==> config.mk <==
export PLATFORM = sky130hd
export DESIGN_NAME = shift_accumulator
export DESIGN_NICKNAME = d
export VERILOG_FILES = /design/src/rtl/shift_accumulator.sv
export SDC_FILE = /design/constraint.sdc
export NUM_CORES = 1
export LEC_CHECK = 0
export CAP_MARGIN = 15
export CORE_MARGIN = 5
export CORE_UTILIZATION = 38
export DETAILED_ROUTE_END_ITERATION = 7
export GPL_TIMING_DRIVEN = 0
export PLACE_DENSITY = 0.67
export SYNTH_ARGS = -nofsm -noshare
export SYNTH_HDL_FRONTEND = slang
export SYNTH_SLANG_ARGS = --single-unit
export TNS_END_PERCENT = 20
==> constraint.sdc <==
create_clock -name clk -period 4.2 [get_ports clk]
set_clock_uncertainty 0.05 [all_clocks]
set_input_delay 0.42 -clock clk [delete_from_list [all_inputs] [get_ports clk]]
set_output_delay 0.42 -clock clk [all_outputs]
set_load 0.05 [all_outputs]
==> src/rtl/shift_accumulator.sv <==
// ---------------------------------------------------------------------------
// shift_accumulator
//
// Receiving end of the global IO partial-sum path. One sign-extended
// combined partial sum arrives per input-activation bit-slice, MSB first.
// Each beat does acc = 2*acc +/- psum, so after IN_BITS beats acc holds the
// full-precision MAC result. The result goes to the output buffer through a
// valid/ready handshake.
//
// Build option:
//   ACC_SAT_EN  - when defined, every update saturates to the signed
//                 ACC_WIDTH range and sets the sticky ovf flag. When
//                 undefined, arithmetic wraps and ovf stays 0.
//
// Ports:
//   clk        in   rising-edge clock
//   rst        in   synchronous active-high reset
//   start      in   begin an accumulation (honoured only in IDLE)
//   signed_in  in   activation is signed (captured with start)
//   psum_in    in   combined partial sum for the current bit-slice
//   psum_valid in   psum_in valid
//   psum_ready out  high in ACCUM; a beat moves on valid && ready
//   acc_out    out  accumulated result, held while acc_valid
//   acc_valid  out  result available
//   acc_ready  in   downstream takes the result
//   busy       out  high in ACCUM or DONE
//   ovf        out  sticky saturation flag for the current run
// ---------------------------------------------------------------------------
module shift_accumulator #(
    parameter int PSUM_WIDTH = 27,
    parameter int ACC_WIDTH  = 36,
    parameter int IN_BITS    = 8
) (
    input  logic                  clk,
    input  logic                  rst,
    input  logic                  start,
    input  logic                  signed_in,
    input  logic [PSUM_WIDTH-1:0] psum_in,
    input  logic                  psum_valid,
    output logic                  psum_ready,
    output logic [ACC_WIDTH-1:0]  acc_out,
    output logic                  acc_valid,
    input  logic                  acc_ready,
    output logic                  busy,
    output logic                  ovf
);

    localparam int CNT_W = $clog2(IN_BITS);
    localparam logic [CNT_W-1:0] LAST_BEAT = CNT_W'(IN_BITS - 1);

    typedef enum logic [1:0] {
        S_IDLE,
        S_ACCUM,
        S_DONE
    } state_t;

    state_t                 state_q,     state_d;
    logic [ACC_WIDTH-1:0]   acc_q,       acc_d;
    logic [CNT_W-1:0]       cnt_q,       cnt_d;
    logic                   signed_q,    signed_d;
    logic [ACC_WIDTH-1:0]   acc_out_q,   acc_out_d;
    logic                   acc_valid_q, acc_valid_d;
    logic                   ovf_q,       ovf_d;

    // The MSB slice of a signed activation carries weight -2^(IN_BITS-1),
    // so its partial sum is subtracted instead of added.
    logic subtract;
    assign subtract = signed_q && (cnt_q == '0);

    logic [ACC_WIDTH-1:0] acc_next;
    logic                 clamp;

`ifdef ACC_SAT_EN
    // Two guard bits: 2*acc +/- psum cannot exceed ACC_WIDTH+2 bits, so the
    // comparison against the clamp bounds is exact.
    localparam int WW = ACC_WIDTH + 2;
    localparam logic signed [WW-1:0] SAT_MAX = {3'b000, {(ACC_WIDTH-1){1'b1}}};
    localparam logic signed [WW-1:0] SAT_MIN = {3'b111, {(ACC_WIDTH-1){1'b0}}};

    logic signed [WW-1:0] wide_acc;
    logic signed [WW-1:0] wide_psum;
    logic signed [WW-1:0] wide_sum;

    always_comb begin
        wide_acc  = {{2{acc_q[ACC_WIDTH-1]}}, acc_q};
        wide_psum = {{(WW-PSUM_WIDTH){psum_in[PSUM_WIDTH-1]}}, psum_in};
        wide_sum  = subtract ? (wide_acc <<< 1) - wide_psum
                             : (wide_acc <<< 1) + wide_psum;
        if (wide_sum > SAT_MAX) begin
            acc_next = SAT_MAX[ACC_WIDTH-1:0];
            clamp    = 1'b1;
        end else if (wide_sum < SAT_MIN) begin
            acc_next = SAT_MIN[ACC_WIDTH-1:0];
            clamp    = 1'b1;
        end else begin
            acc_next = wide_sum[ACC_WIDTH-1:0];
            clamp    = 1'b0;
        end
    end
`else
    logic [ACC_WIDTH-1:0] psum_ext;
    logic [ACC_WIDTH-1:0] acc_shift;

    always_comb begin
        psum_ext  = {{(ACC_WIDTH-PSUM_WIDTH){psum_in[PSUM_WIDTH-1]}}, psum_in};
        acc_shift = {acc_q[ACC_WIDTH-2:0], 1'b0};
        acc_next  = subtract ? acc_shift - psum_ext : acc_shift + psum_ext;
        clamp     = 1'b0;
    end
`endif

    always_comb begin
        // NOTE: every signal gets a hold default first, so no path through
        // the case can leave one unassigned and infer a latch.
        state_d     = state_q;
        acc_d       = acc_q;
        cnt_d       = cnt_q;
        signed_d    = signed_q;
        acc_out_d   = acc_out_q;
        acc_valid_d = acc_valid_q;
        ovf_d       = ovf_q;

        unique case (state_q)
            S_IDLE: begin
                // psum_valid is ignored here, even alongside start.
                if (start) begin
                    state_d  = S_ACCUM;
                    acc_d    = '0;
                    cnt_d    = '0;
                    signed_d = signed_in;
                    ovf_d    = 1'b0;
                end
            end
            S_ACCUM: begin
                if (psum_valid) begin
                    acc_d = acc_next;
                    ovf_d = ovf_q | clamp;
                    if (cnt_q == LAST_BEAT) begin
                        state_d     = S_DONE;
                        cnt_d       = '0;
                        acc_out_d   = acc_next;
                        acc_valid_d = 1'b1;
                    end else begin
                        cnt_d = cnt_q + CNT_W'(1);
                    end
                end
            end
            S_DONE: begin
                // start is ignored here, including on the handshake cycle.
                if (acc_ready) begin
                    state_d     = S_IDLE;
                    acc_valid_d = 1'b0;
                end
            end
            default: state_d = S_IDLE;
        endcase
    end

    always_ff @(posedge clk) begin
        // NOTE: sequential state uses non-blocking assignments so every flop
        // samples the pre-edge values regardless of statement order.
        if (rst) begin
            state_q     <= S_IDLE;
            acc_q       <= '0;
            cnt_q       <= '0;
            signed_q    <= 1'b0;
            acc_out_q   <= '0;
            acc_valid_q <= 1'b0;
            ovf_q       <= 1'b0;
        end else begin
            state_q     <= state_d;
            acc_q       <= acc_d;
            cnt_q       <= cnt_d;
            signed_q    <= signed_d;
            acc_out_q   <= acc_out_d;
            acc_valid_q <= acc_valid_d;
            ovf_q       <= ovf_d;
        end
    end

    assign psum_ready = (state_q == S_ACCUM);
    assign busy       = (state_q != S_IDLE);
    assign acc_out    = acc_out_q;
    assign acc_valid  = acc_valid_q;
    assign ovf        = ovf_q;

endmodule

==> results.ini <==
[status]
outcome = completed

[die]
num_rows = 49
die_w_um = 144
fp.coreArea_sq_um = 17800
die-area_sq_um = 20800
die_h_um = 144
start_util = 0.383
ios = 73

[logic_synthesis]
synth_ff_type = dfxtp_1
synth-edff-count = 0
syn_area_per_cell_sq_um = 7.45
async_flop_share = 0
synthDistinctLibCells = 78
netlist_area_sq_um = 6830
syn_nets = 1023
synth.yosys.warnings = 0
syn-instance-count = 917
seq_area_frac_synth = 0.228
yosys_register_bits = 78

[clock_tree]
clk_latency_ns = 0.35
clk_pin_slew_ns = 0.07
root_buffer = clkbuf_16
htree_levels = 3
cts_buffers = 9
cts.path.max_buffers = 2
cts.sinks = 78
cts_setup_buffers = 0
cts_tree = yes
postCtsHoldBufs = 0

[power_and_ir_drop]
power_density_nw_per_um2 = 272
vdd_ir_drop_max_uv = 199
power_leakage_nw = 3.35
power_mw = 2.21

[worst_hold_path]
min_path_type = reg -> reg
whs_endpoint = acc_out[26]$_SDFFE_PP0P_
hold_start = acc_out[26]$_SDFFE_PP0P_
min_path_cells = 2

[cells_and_area]
final_common_cell = a21oi_1
nNetsFinal = 1105
fin_area_sq_um = 8120
final_cell_mix = 92 x a21oi_1, 89 x nor2_1, 78 x dfxtp_1
diodes = 0
syn2layout_area_growth_pct = 18.8
fin_util = 0.455
layout-drive-gt1-share = 0.0568

[worst_setup_path]
critPathTopFamily = compound AO/OA/AOI/OAI gates
critical_path.max_stage_delay_ns = 0.50
reg2reg_to = acc_out[35]$_SDFFE_PP0P_
crit_top_cell = or4_1
cp_data_required_time_ns = 4.38
slowest_stage = clkdlybuf4s50_1
worstPathMaxFanout = 3
reg2regPathDepth = 12
worstSetupStartpointType = input pin
crit_chain = clkdlybuf4s50_1 -> ha_1 -> inv_1 -> fa_1 -> o21ba_1 -> or4_1 -> a211o_1 -> a21o_1 -> a21oi_4 -> o31ai_1 -> o311ai_1 -> or4_1 -> nand4_1
arrival_ns = 3.88
critPathKind = in -> reg
critPathCaptureType = flop
critPathBufInv = 2
crit-reg2reg-launch = acc_q[0]$_SDFFE_PP0P_
r2r_slack_ns = 0.64

[timing]
post-route-period-util = 0.881
maxClockFrequency_mhz = 270
slew_headroom = 0.403
fin_ws_ns = 0.501
finalSetupViolCount = 0
rsz0062_at_grt = no
worstMarginPinSlew_ns = 0.895
period_minus_slack_ns = 3.70
slew_viol_final = 0
whs_ns = 0.405
hold_violations = 0

[drt]
wirelength_um = 24900
wl_per_cell_um = 20.2
viasPerCell = 5.89
drt_iter0_drc = 743
ant_nets = 0
vias = 7268
drt_first_pass_iters = 5
drc = 0

[placement]
io_buffers = 70
place_ws_ns = -0.177
dpl.hpwl_um = 19200
place.gp.congestion = 0.988
placed_area_sq_um = 7820

[global_route]
grt_antenna_before_repair = 0
track_usage = 0.240
grt_overflow = 0
grt_max_degree = 17
grt_pass1_wl_um = 38600
first_global_vias = 6934

[run]
maxCapViolations = 0

## how the worst max path moves through the flow
| stage | startpoint | slack [ns] | endpoint | depth (start not counted) |
|---|---|---|---|---|
| 2_1_floorplan | psum_in[1] | 1.18 | acc_out[35]$_SDFFE_PP0P_ | 12 |
| 3_3_place_gp | psum_in[26] | -0.19 | acc_out[34]$_SDFFE_PP0P_ | 13 |
| 3_5_place_dp | psum_in[26] | -0.18 | acc_out[34]$_SDFFE_PP0P_ | 13 |
| 4_1_cts | psum_in[26] | 0.16 | acc_out[34]$_SDFFE_PP0P_ | 13 |
| 5_1_grt | psum_in[26] | 0.25 | acc_out[34]$_SDFFE_PP0P_ | 13 |
| 6_report | psum_in[1] | 0.50 | acc_out[35]$_SDFFE_PP0P_ | 13 |
## worst register-to-register path, delay by kind of cell, from the launching register on
family / cells / cell delay [ns]
AO/OA/AOI/OAI: 6 / 1.61
AND/OR/NAND/NOR: 3 / 0.70
adder cells (fa/ha/maj): 2 / 0.60
flip-flops: 1 / 0.41
buffers and inverters: 1 / 0.05
## kinds of logic after synthesis
kind of cell | Yosys count | share of synthesized area
AOI/OAI and AO/OA | 305 | 0.304
muxes | 2 | 0.00293
and+or+nand+nor | 300 | 0.211
DFF | 78 | 0.228
other | 1 | 0.000549
adders and majority gates | 73 | 0.136
buffers and inverters | 125 | 0.0747
xor gates and xnor gates | 33 | 0.0423
## sequential cells by signal, indices dropped and copies added, names as in the netlist
register and count:
acc_out 36, acc_q 35, acc_valid 1, cnt_q 3
signed_q 1, state_q 2
## stage by stage
stage          setup TNS (ns)  cells
3_3_place_gp           -0.752   1216
6_report                    0   1233
3_5_place_dp           -0.646   1216
5_1_grt                     0   1233
4_1_cts                     0   1232
2_1_floorplan               0    917
## routing by layer
layer  GRT usage  wire length [um]
met3      0.0483              2000
met2       0.383             11100
met1       0.318             10900
met5           0                 0
met4      0.0927               839
## cell type report
class,instances,area [sq um]
repair buffers,71,714
plain buffers,57,255
well taps,229,287
flip-flops and latches,78,1560
fillers,1837,9720
inverters,68,255
multi-input cells,714,4760
clock inverters,7,61.3
clock buffers,9,225
## cells in the mapped netlist, drive strengths merged, types with 7 or more instances
| cell type | n | share of area |
|---|---|---|
| clkbuf | 37 | 0.020 |
| o21ai | 49 | 0.036 |
| o21bai | 12 | 0.013 |
| a22oi | 8 | 0.0088 |
| buf | 20 | 0.017 |
| a211oi | 28 | 0.034 |
| inv | 68 | 0.037 |
| ha | 71 | 0.13 |
| or4 | 7 | 0.0088 |
| nand4 | 13 | 0.012 |
| o211ai | 7 | 0.0084 |
| o21a | 9 | 0.0099 |
| nand2 | 77 | 0.042 |
| o31ai | 11 | 0.013 |
| a21o | 13 | 0.014 |
| a21oi | 93 | 0.070 |
| nor2 | 89 | 0.049 |
| nand3 | 24 | 0.018 |
| nor4 | 9 | 0.0082 |
| xnor2 | 27 | 0.035 |
| a211o | 7 | 0.0090 |
| nand2b | 10 | 0.0092 |
| nor2b | 9 | 0.0082 |
| a31oi | 10 | 0.010 |
| nor3 | 25 | 0.018 |
| or3 | 10 | 0.0092 |
| a22o | 7 | 0.0090 |
| dfxtp | 78 | 0.23 |
## timing repair
action,CTS,global route
resized for setup,0,1
endpoints found under the hold margin,0,0
endpoints found under the setup margin,0,4
## power breakdown
group	leakage [nW]	switching (mW)	total [mW]	internal, mW
Clock	0.135	0.375	0.788	0.414
Sequential	0.631	0.0178	0.776	0.759
Combinational	2.58	0.419	0.642	0.223
Power figures use the tool's default switching activity.
